File: config.mk
export PLATFORM = sky130hd
export DESIGN_NAME = detector_arbiter
export DESIGN_NICKNAME = d
export VERILOG_FILES = /design/src/rtl/detector_arbiter.sv
export SDC_FILE = /design/constraint.sdc
export NUM_CORES = 1
export LEC_CHECK = 0
export CAP_MARGIN = 0
export CORE_UTILIZATION = 40
export DETAILED_ROUTE_END_ITERATION = 16
export PLACE_DENSITY = 0.74
export SLEW_MARGIN = 30
export SYNTH_ARGS = -nofsm -noshare
export SYNTH_HDL_FRONTEND = slang
export SYNTH_SLANG_ARGS = --single-unit
File: constraint.sdc
create_clock -name clk -period 4.7 [get_ports clk]
set_clock_uncertainty 0.2 [all_clocks]
set_input_delay 0.94 -clock clk [delete_from_list [all_inputs] [get_ports clk]]
set_output_delay 0.94 -clock clk [all_outputs]
set_load 0.01 [all_outputs]
File: src/rtl/detector_arbiter.sv
// Round-robin owner of one shared 2-bit sequence detector; the detector is reset (FLUSH) between owners.
// Optional macro ARB_PREEMPT_EN bounds a grant to MAX_HOLD RUN cycles while others are waiting.
module detector_arbiter #(
  parameter int N        = 4,
  parameter int MAX_HOLD = 8
) (
  input  logic         clk,
  input  logic         reset,
  input  logic [N-1:0] req,
  input  logic [N-1:0] bit_in,
  input  logic [1:0]   det_state,
  output logic         det_in,
  output logic         det_reset,
  output logic [N-1:0] grant,
  output logic         match,
  output logic         busy
);

  localparam int OW = $clog2(N);
  localparam int HW = $clog2(MAX_HOLD + 1);

  localparam logic [1:0] IDLE  = 2'b00;
  localparam logic [1:0] FLUSH = 2'b01;
  localparam logic [1:0] RUN   = 2'b10;

  logic [1:0]    state;
  logic [OW-1:0] owner;
  logic [OW-1:0] last_owner;
  logic [OW-1:0] base;
  logic [OW-1:0] idx;
  logic [OW-1:0] pick;
  logic [N-1:0]  own_oh;
  logic [N-1:0]  cand;
  logic          found;
  logic [HW-1:0] hold_cnt;
  logic [HW-1:0] hold_inc;

  assign own_oh   = {{(N-1){1'b0}}, 1'b1} << owner;
  assign hold_inc = (hold_cnt == HW'(MAX_HOLD)) ? hold_cnt : hold_cnt + 1'b1;

  // While running, the search starts after the current owner and never re-picks it.
  always_comb begin
    base  = (state == RUN) ? owner : last_owner;
    cand  = (state == RUN) ? (req & ~own_oh) : req;
    pick  = base;
    idx   = base;
    found = 1'b0;
    for (int i = 1; i <= N; i++) begin
      idx = OW'((int'(base) + i) % N);
      if (!found && cand[idx]) begin
        pick  = idx;
        found = 1'b1;
      end
    end
  end

  always_ff @(posedge clk or posedge reset) begin
    if (reset) begin
      state      <= IDLE;
      owner      <= '0;
      last_owner <= OW'(N - 1);
      hold_cnt   <= '0;
    end else begin
      case (state)
        IDLE: begin
          if (|req) begin
            owner    <= pick;
            state    <= FLUSH;
            hold_cnt <= '0;
          end
        end
        FLUSH: state <= RUN;
        RUN: begin
          if (!req[owner]) begin
            last_owner <= owner;
            if (|cand) begin
              owner    <= pick;
              state    <= FLUSH;
              hold_cnt <= '0;
            end else begin
              state <= IDLE;
            end
          end else begin
            hold_cnt <= hold_inc;
`ifdef ARB_PREEMPT_EN
            // hold_inc counts the RUN cycle now ending, so the grant lasts exactly MAX_HOLD cycles.
            if ((hold_inc == HW'(MAX_HOLD)) && (|cand)) begin
              last_owner <= owner;
              owner      <= pick;
              state      <= FLUSH;
              hold_cnt   <= '0;
            end
`endif
          end
        end
        default: state <= IDLE;
      endcase
    end
  end

  assign busy      = (state != IDLE);
  assign grant     = busy ? own_oh : '0;
  assign det_reset = (state != RUN);
  assign det_in    = (state == RUN) && bit_in[owner];
  assign match     = (state == RUN) && (det_state == 2'b10);

endmodule

==> impl_metrics.tcl <==
set metrics [dict create \
    post_cts_hold_buffer_count 0 \
    postSynthNetCount 71 \
    root_buffer "clkbuf_4" \
    netlist_area_pre_place_um2 531 \
    number_of_synthesized_flops_with_an_enable_pin 0 \
    run_status "finished, final reports clean" \
    setup-tns-final_ps 0 \
    min-delay-path-class "flop to flop" \
    io_pins 20 \
    reg2regPathDepth 5 \
    drive_above_1_share_pct 16.3 \
    synth_largest_area_cell "dfrtp_1" \
    first_iter_violations 11 \
    rr_startpoint "owner[0]$_DFFE_PP0P_" \
    global_route.usage.met3_pct 3.49 \
    data_arrival_time_of_the_worst_path_ps 2420 \
    final.min_clock_period_ps 3560 \
    detail_route.drc_violations 0 \
    ys.flop_type "dfrtp_1" \
    placeableCoreArea_um2 1170 \
    num_rows 12 \
    areaGrowthSynthToFinish_pct 42.2 \
    grt_first_pass_wirelength_um 1830 \
    yosys.cell_count.top_type "inv_1" \
    synth-compound-area-share_pct 21.7 \
    largest_stage_delay_on_the_critical_path_ps 460 \
    cts_repair_resize_count 0 \
    timing.final.max_slew_violations 0 \
    p_leak_nw 0.290 \
    p_per_area_nw_per_um2 617 \
    drtAntennaViolNets 0 \
    ctsLongestPathBuffers 2 \
    grt_antenna_before_repair 0 \
    critPathRequiredTime_ps 3560 \
    nets 93 \
    cpMaxStageDelayCell "mux4_2" \
    rsz0062_at_grt "false" \
    gr-usage-all-layers_pct 18.3 \
    finalHoldViolCount 0 \
    dominant_combinational_cell_family_by_area_after_synthesis "simple AND/OR/NAND/NOR gates" \
    clk-insertion-delay-late_ps 240 \
    worst-r2r-setup-slack_ps 2720 \
    path_max_fanout 1 \
    floorplan.initialDensity_pct 45.3 \
    grt-busiest-layer "met2" \
    drv_cap 0 \
    grtUsageMet2_pct 28.4 \
    top_cells_by_instance_count_after_synthesis "6 x inv_1, 5 x nor3_1, 4 x dfrtp_1, 4 x mux2_1" \
    critical_path.n_buffers_inverters 2 \
    floorplan.die.width_um 38.4 \
    cts_tree "yes" \
    port_buffers 19 \
    cts_setup_buffers 0 \
    worst_setup_hold_path_clk_slew_ps 50 \
    critical-path-top-delay-family "buffers and inverters" \
    adder_cell_share_of_the_synthesized_area_pct 0 \
    die-area_um2 1480 \
    synthesis.area_per_instance_um2 8.99 \
    final_min_period_over_clock_period_pct 75.8 \
    setup.worst_path.end_class "primary output" \
    slew-limit-headroom_pct 69.4 \
    yosysWarningCount 0 \
    finalSetupViolations 0 \
    cts_buffers 3 \
    postSynth.asyncResetShare_pct 100 \
    cts.sink_count 6 \
    min-delay-start "state[1]$_DFFE_PP0P_" \
    worst_setup_path_startpoint "bit_in[3]" \
    synth_xor_xnor_area_share_pct 0 \
    timing.critical_path.mode_cell "clkdlybuf4s50_1" \
    worst_setup_start_kind "input pin" \
    ff_latch_count_synth 6 \
    met1_grt_util_pct 23.4 \
    max_slew.worst_pin.slew_ps 459 \
    critical_path.reg2reg.endpoint "last_owner[1]$_DFFE_PP1P_" \
    synth_top_area_share_pct 18.9 \
    synth-seq-area-share_pct 28.8 \
    synthCells 59 \
    detail_route.first_pass.iterations 4 \
    worst_hold_slack_ps 375 \
    gr-total-overflow 0 \
    diodes 0 \
    cts_htree_levels 1 \
    max_clock_freq_ghz 0.281 \
    route.final.wire_length_um 1200 \
    synth_cell_type_count 32 \
    yosys-mux-area-fraction_pct 19.8 \
    critical_path.cell_chain "clkdlybuf4s50_1 > mux4_2 > and2_1 > clkdlybuf4s50_1" \
    kind_of_critical_path "input pin to primary output" \
    vias_per_cell 5.77 \
    worstHoldEndpoint "state[1]$_DFFE_PP0P_" \
    vdd_drop_max_v 0.000312 \
    final-seq-area_um2 153 \
    multi_input_area_um2 342 \
    fillers 102 \
    first_global_vias 450 \
    hpwlAfterDp_um 910 \
    die_height_um 38.4 \
    routabilityCongestion 0.734 \
    power_mw 0.465 \
    postLayoutCoreUtil_pct 64.4 \
    min_path_cells 1 \
    netlist_top_cells_area "dfrtp_1 19%, dfstp_2 9.9%, mux2_1 8.5%" \
    count_of_vias_placed_by_the_detailed_router 542 \
    wl_per_cell_um 12.8 \
    grt_start_max_net_pins 17 \
    yosys.area_share.simple_pct 22.9 \
]
==> worst register-to-register path: cells and delay by family (launching register included) <==
kind / cells / cell delay [ps]
AO/OA/AOI/OAI: 1 / 70
flip-flops: 1 / 620
AND/OR/NAND/NOR: 2 / 280
multiplexers: 2 / 730
==> through the flow <==
step | worst slack [ps] | cells | area [um2]
floorplan | 2000 | 59 | 531
global placement | 1160 | 90 | 728
detailed placement | 1130 | 90 | 728
CTS | 1130 | 94 | 754
global route | 1100 | 94 | 754
finish | 1140 | 94 | 754
==> placed cells by master, fill, tap and decap left out, types with 2 or more instances in the layout <==
| cell | instances |
|---|---|
| clkbuf_4 | 3 |
| clkdlybuf4s50_1 | 19 |
| dfrtp_1 | 4 |
| dfstp_2 | 2 |
| inv_1 | 6 |
| mux2_1 | 4 |
| mux2_2 | 2 |
| nand3_1 | 2 |
| nor2_1 | 3 |
| nor3_1 | 5 |
| nor3b_1 | 3 |
| o21ai_1 | 3 |
| o221ai_1 | 2 |
| o311ai_0 | 2 |
==> cells by family (layout without fill, tap and decap cells) <==
group	after synthesis	in the layout
buffers and inverters	9	30
AO/OA/AOI/OAI	15	15
flip-flops	6	6
multiplexers	8	8
AND/OR/NAND/NOR	21	21
==> area by class of cell <==
cell class                 instances  share of cell area (%)
multi-input combinational         44                    45.3
sequential                         6                    20.2
inverter                           7                    3.48
timing repair buffer              19                    25.2
clock buffer                       4                    3.48
tap                               14                    2.32
==> state kept, by name, summed over array words and instances, names as in the netlist <==
signal,flops
state,2
owner,2
last_owner,2
==> layer usage <==
layer / wire length [um] / part of all wire (%) / up-vias
met4: 0 / 0 / 0
li1: - / - / 265
met5: 0 / 0 / -
met3: 62 / 5.1 / 0
met1: 527 / 44 / 257
met2: 614 / 51 / 20
==> where the power goes <==
part | internal, mW | leakage [nW] | total, mW | switching [mW]
clock network | 0.0321 | 0.0150 | 0.0500 | 0.0179
logic | 0.159 | 0.207 | 0.274 | 0.115
registers | 0.0857 | 0.0687 | 0.141 | 0.0556
total | 0.277 | 0.290 | 0.465 | 0.189
==> worst max path at each step <==
stage / end / slack (ps) / cells after the start
CTS: det_in / 1130 / 4
finish: det_in / 1140 / 4
global route: det_in / 1100 / 4
detailed placement: det_in / 1130 / 4
floorplan: det_in / 2000 / 2
global placement: det_in / 1160 / 4
(Power assumes the default switching activity.)
